### src/rtl/dmem_ctrl.sv
// Load/store sequencer between the memory stage and a word-only data RAM.
// Sub-word stores use read-modify-write; loads get lane select and extension.
module dmem_ctrl #(
  parameter int SIZE = 1024
) (
  input  logic        clk,
  input  logic        rst,
  input  logic        req_valid,
  output logic        req_ready,
  input  logic        req_we,
  input  logic [2:0]  req_funct3,
  input  logic [31:0] req_addr,
  input  logic [31:0] req_wdata,
  output logic        rsp_valid,
  output logic        rsp_err,
  output logic [31:0] rsp_rdata,
  output logic        ram_we,
  output logic [31:0] ram_addr,
  output logic [31:0] ram_wd,
  input  logic [31:0] ram_rd
);

  typedef enum logic [2:0] {
    IDLE, LD_RD, LD_CAP, ST_WR,
    RMW_RD, RMW_WR, RESP
  } state_e;

  localparam logic [31:0] LIMIT = 32'(SIZE * 4);

  state_e      state_q, state_d;
  logic [1:0]  lane_q;
  logic [2:0]  f3_q;
  logic [31:0] wdata_q;
  logic        err_q;
  logic [31:0] rdata_q;
  logic [31:0] ram_addr_q;

  logic        accept;
  logic        illegal;
  logic        misal;
  logic        oor;
  logic        req_err;
  logic [7:0]  byte_sel;
  logic [15:0] half_sel;
  logic [31:0] ld_ext;
  logic [31:0] merged;

  assign accept = req_valid && (state_q == IDLE);

  always_comb begin
    illegal = 1'b0;
    unique case (req_funct3)
      3'b000, 3'b001, 3'b010: illegal = 1'b0;
      3'b100, 3'b101:         illegal = req_we;
      default:                illegal = 1'b1;
    endcase
  end

  assign misal = ((req_funct3[1:0] == 2'b01) && req_addr[0])
              || ((req_funct3 == 3'b010) && (req_addr[1:0] != 2'b00));
  assign oor     = (req_addr >= LIMIT);
  assign req_err = illegal || misal || oor;

  always_ff @(posedge clk) begin
    if (rst) state_q <= IDLE;
    else     state_q <= state_d;
  end

  always_comb begin
    state_d = state_q;
    unique case (state_q)
      IDLE: begin
        if (accept) begin
          if (req_err)                 state_d = RESP;
          else if (!req_we)            state_d = LD_RD;
          else if (req_funct3 == 3'b010) state_d = ST_WR;
          else                         state_d = RMW_RD;
        end
      end
      LD_RD:   state_d = LD_CAP;
      LD_CAP:  state_d = RESP;
      ST_WR:   state_d = RESP;
      RMW_RD:  state_d = RMW_WR;
      RMW_WR:  state_d = RESP;
      RESP:    state_d = IDLE;
      default: state_d = IDLE;
    endcase
  end

  always_comb begin
    byte_sel = ram_rd[7:0];
    unique case (lane_q)
      2'd0: byte_sel = ram_rd[7:0];
      2'd1: byte_sel = ram_rd[15:8];
      2'd2: byte_sel = ram_rd[23:16];
      2'd3: byte_sel = ram_rd[31:24];
      default: byte_sel = ram_rd[7:0];
    endcase
    half_sel = lane_q[1] ? ram_rd[31:16] : ram_rd[15:0];
  end

  always_comb begin
    ld_ext = ram_rd;
    unique case (f3_q)
      3'b000:  ld_ext = {{24{byte_sel[7]}}, byte_sel};
      3'b100:  ld_ext = {24'd0, byte_sel};
      3'b001:  ld_ext = {{16{half_sel[15]}}, half_sel};
      3'b101:  ld_ext = {16'd0, half_sel};
      default: ld_ext = ram_rd;
    endcase
  end

  // Only the addressed lane(s) change; the rest come from the fresh read.
  always_comb begin
    merged = ram_rd;
    if (f3_q[0]) begin
      if (lane_q[1]) merged[31:16] = wdata_q[15:0];
      else           merged[15:0]  = wdata_q[15:0];
    end else begin
      unique case (lane_q)
        2'd0: merged[7:0]   = wdata_q[7:0];
        2'd1: merged[15:8]  = wdata_q[7:0];
        2'd2: merged[23:16] = wdata_q[7:0];
        2'd3: merged[31:24] = wdata_q[7:0];
        default: merged = ram_rd;
      endcase
    end
  end

  always_ff @(posedge clk) begin
    if (rst) begin
      lane_q     <= '0;
      f3_q       <= '0;
      wdata_q    <= '0;
      err_q      <= 1'b0;
      rdata_q    <= '0;
      ram_addr_q <= '0;
    end else begin
      if (accept) begin
        lane_q  <= req_addr[1:0];
        f3_q    <= req_funct3;
        wdata_q <= req_wdata;
        err_q   <= req_err;
        if (req_err) rdata_q <= '0;
        else         ram_addr_q <= {req_addr[31:2], 2'b00};
      end
      if (state_q == LD_CAP) rdata_q <= ld_ext;
    end
  end

  always_comb begin
    ram_wd = '0;
    if (state_q == ST_WR)  ram_wd = wdata_q;
    if (state_q == RMW_WR) ram_wd = merged;
  end

  // Gated by rst so an abandoned transaction never writes or responds.
  assign ram_we = !rst && ((state_q == ST_WR) || (state_q == RMW_WR));
  assign rsp_valid = !rst && (state_q == RESP);
  assign rsp_err   = rsp_valid && err_q;
  assign rsp_rdata = rdata_q;
  assign ram_addr  = ram_addr_q;
  assign req_ready = (state_q == IDLE);

endmodule

### config.mk
export PLATFORM = sky130hd
export DESIGN_NAME = dmem_ctrl
export DESIGN_NICKNAME = d
export VERILOG_FILES = /design/src/rtl/dmem_ctrl.sv
export SDC_FILE = /design/constraint.sdc
export NUM_CORES = 1
export LEC_CHECK = 0
export CORE_UTILIZATION = 40
export CTS_CLUSTER_SIZE = 12
export DETAILED_ROUTE_END_ITERATION = 12
export PLACE_DENSITY = 0.83
export SYNTH_ARGS = -nofsm -noshare
export SYNTH_HDL_FRONTEND = slang
export SYNTH_SLANG_ARGS = --single-unit
### constraint.sdc
create_clock -name clk -period 1.6 [get_ports clk]
set_input_delay 0.24 -clock clk [delete_from_list [all_inputs] [get_ports clk]]
set_output_delay 0.24 -clock clk [all_outputs]
set_load 0.02 [all_outputs]
==> flow_summary_export.csv <==
group,metric,value,unit
layout,final_area,9950,sq um
pwr,powerDensity,1070,nW/um^2
flow_run,maxCapViolCount,0,
logic_synthesis,synth_top_area_cell,"dfxtp_1",
layout,layout_commonest_cell,"clkdlybuf4s50_1",
global_route,grt_pass1_wl,30900,um
pwr,fin_total_pwr,10.7,mW
drt,viasPerCell,5.98,
drt,wl_per_cell,21.8,um
logic_synthesis,avgSynthCellArea,8.62,sq um
pwr,internal_power,6.68,mW
layout,nets,997,
clock_tree,path_clk_slew,0.08,ns
logic_synthesis,synth_edf_count,0,
timing,final_max_slew_viol_count,0,
placement,dp_hpwl,14600,um
drt,ant_nets,0,
layout,multi_input_area,3900,sq um
setup_path,worstPathArrival,2.27,ns
floorplan,core.rowCount,41,
logic_synthesis,netlist_area,5160,sq um
logic_synthesis,synth_top_cell_area_share,39.9,%
global_route,grt_pass1_vias,5900,
global_route,grt_max_degree,38,
timing,fin_skew,0.0166,ns
timing,finalHoldViolCount,0,
setup_path,end_kind,"flip-flop",
logic_synthesis,synth_cell_types,64,
global_route,grt_overflow_total,0,
clock_tree,cts_tree,"done",
timing,layout_min_cycle_time,2.02,ns
floorplan,fp.coreArea,12600,sq um
global_route,use_met3,7.43,%
global_route,top_usage_layer,"met2",
pwr,clockPowerShare,20.2,%
logic_synthesis,async_flop_share,0,%
setup_path,crit_buf_inv,3,
layout,fin_cells,1070,
placement,place_area,8230,sq um
pwr,max-vdd-ir-drop,0.652,mV
drt,route.detailed.drc,0,
logic_synthesis,ys_top_cells_by_area,"dfxtp_1, nand2_1, a21oi_1",
setup_path,crit_slowest_cell,"dfxtp_4",
global_route,grtUsageMet2,50.1,%
logic_synthesis,ys_seq_elements,103,
placement,dpl_worst_slack,-0.630,ns
setup_path,crit_fanout,8,
clock_tree,cts_buffers,9,
logic_synthesis,ys_warn_count,0,
setup_path,critical_path.top_delay_family,"multiplexers",
layout,drive_gt1_share,38.5,%
min_path,hold_class,"in -> reg",
floorplan,die_h,116,um
global_route,grt_antenna_before_repair,0,
layout,ff_latch_area,2070,sq um
logic_synthesis,syn_inst,599,
placement,placed_cells_incl_taps,1027,
clock_tree,cts-root-buf,"clkbuf_16",
pwr,p_comb_share,50.1,%
setup_path,worst_ep_required_time,1.85,ns
placement,gp_congestion,0.968,
timing,finalSetupViolCount,138,
logic_synthesis,synthFlopType,"dfxtp_1",
timing,final.setup.tns,-28.93,ns
timing,finalCritPeriodShare,126,%
clock_tree,worstSkewPairLatency,0.37,ns
global_route,grtUsageTotal,30.3,%
layout,antenna_cells,0,
layout,final_cell_mix,"clkdlybuf4s50_1, nand2_1, dfxtp_1, buf_4, buf_6",
clock_tree,cts.sinks,103,
floorplan,ios,203,
drt,drt-total-wl,23300,um
pwr,leakage,4.03,nW
pwr,p_seq_share,29.7,%
outcome,violations,"setup timing",
layout,area_delta_synth_final,92.7,%
global_route,gr-usage-met1,37.5,%
timing,max_freq,495,MHz
layout,nFillCells,763,
logic_synthesis,yosysSeqAreaShare,39.9,%
timing,worst_slack,-0.419,ns
setup_path,path_class,"reg -> reg",
pwr,switching_power,4.00,mW
drt,drtIter0Drc,680,
clock_tree,htree_levels,3,
setup_path,path_cells,"buf_12 > mux2_4 > buf_6 > mux2i_4 > clkbuf_16 > a2bb2oi_2 > o2bb2ai_2",
outcome,status,"finished with violations",
setup_path,critPathLaunchType,"flip-flop",
timing,rsz0062_at_grt,"true",
floorplan,die_x,116,um
pwr,swShare,37.5,%
drt,vias,6402,
clock_tree,clock_path_buffers,2,
setup_path,cpPeakStageDelay,0.37,ns
floorplan,start_util,40.9,%
placement,placement.io_buffers,200,
floorplan,dieArea,13400,sq um
drt,firstDrtPassIters,5,
-- timing repair --
item	in CTS	in global routing
resized for setup	279	179
cloned	4	8
hold buffers	0	0
buffers inserted	13	9
pin swaps	22	63
endpoints found under the setup margin	139	151
-- power by group through the flow --
stage	combinational (mW)	sequential [mW]	clock, mW
after floorplan	2.04	3.26	0
after global placement	3.74	3.16	0
after detailed placement	3.82	3.17	0
after CTS	4.28	3.13	2.15
after global routing	5.56	3.20	2.28
final	5.35	3.18	2.15
-- cell type report --
class / count / share of cell area [%]
Inverter: 2 / 0.126
Multi-Input combinational cell: 440 / 39.2
Sequential cell: 103 / 20.9
Clock inverter: 3 / 0.252
Clock buffer: 12 / 2.58
Tap cell: 172 / 2.16
Timing Repair Buffer: 338 / 34.9
-- layer usage --
layer | up-vias | wire length (um)
met5 | - | 0
met4 | 0 | 1240
met3 | 95 | 2600
met2 | 474 | 10700
met1 | 3014 | 8780
li1 | 2819 | -
-- worst paths after layout --
check | endpoint | slack, ns | depth (start not counted) | startpoint
min | state_q[1] | 0.34 | 3 | rst
max | rsp_rdata[27] | -0.42 | 7 | lane_q[1]
min reg2reg | wdata_q[17] | 0.46 | 2 | wdata_q[17]
max reg2reg | rsp_rdata[27] | -0.42 | 7 | lane_q[1]
-- registers in the layout, indices dropped and copies added, names as in the netlist --
name / cells
err_q: 1
f3_q: 3
lane_q: 2
ram_addr: 30
rsp_rdata: 32
state_q: 3
wdata_q: 32
-- cells by family (layout without fill, tap and decap cells) --
logic type	count (synthesis)	count (layout)	share of synthesized area (%)
AOI/OAI and AO/OA	213	213	30.6
xor gates and xnor gates	1	1	0.170
buffers and inverters	57	355	5.45
DFF	103	103	39.9
muxes	18	18	3.93
other	1	2	0.0726
and+or+nand+nor	206	206	19.9
-- worst min-delay path, stage by stage --
cell and delay (ns):
buf_2 0.13, buf_4 0.21, a221oi_1 0.07
-- cells in the mapped netlist, drive strengths merged, types with 5 or more instances --
cell type / number
nand2b: 6
buf: 25
a21oi: 48
o22ai: 18
and2: 23
o21ai: 15
mux2i: 16
nand2: 111
a22o: 9
a2bb2oi: 16
a221o: 6
clkbuf: 30
o31a: 6
a32o: 8
o2bb2ai: 16
a2111oi: 7
o31ai: 26
nor2: 25
o21bai: 8
o22a: 16
dfxtp: 103
nor4: 5
nand4: 11
-- through the flow --
| step | utilization (%) | hold slack (ns) |
|---|---|---|
| after CTS | 71.1 | 0.306 |
| after global routing | 78.8 | 0.351 |
| after global placement | 65.2 | 0.437 |
| after floorplan | - | 0.374 |
| final | 78.8 | 0.341 |
| after detailed placement | 65.2 | 0.443 |
(Power assumes the default switching activity.)
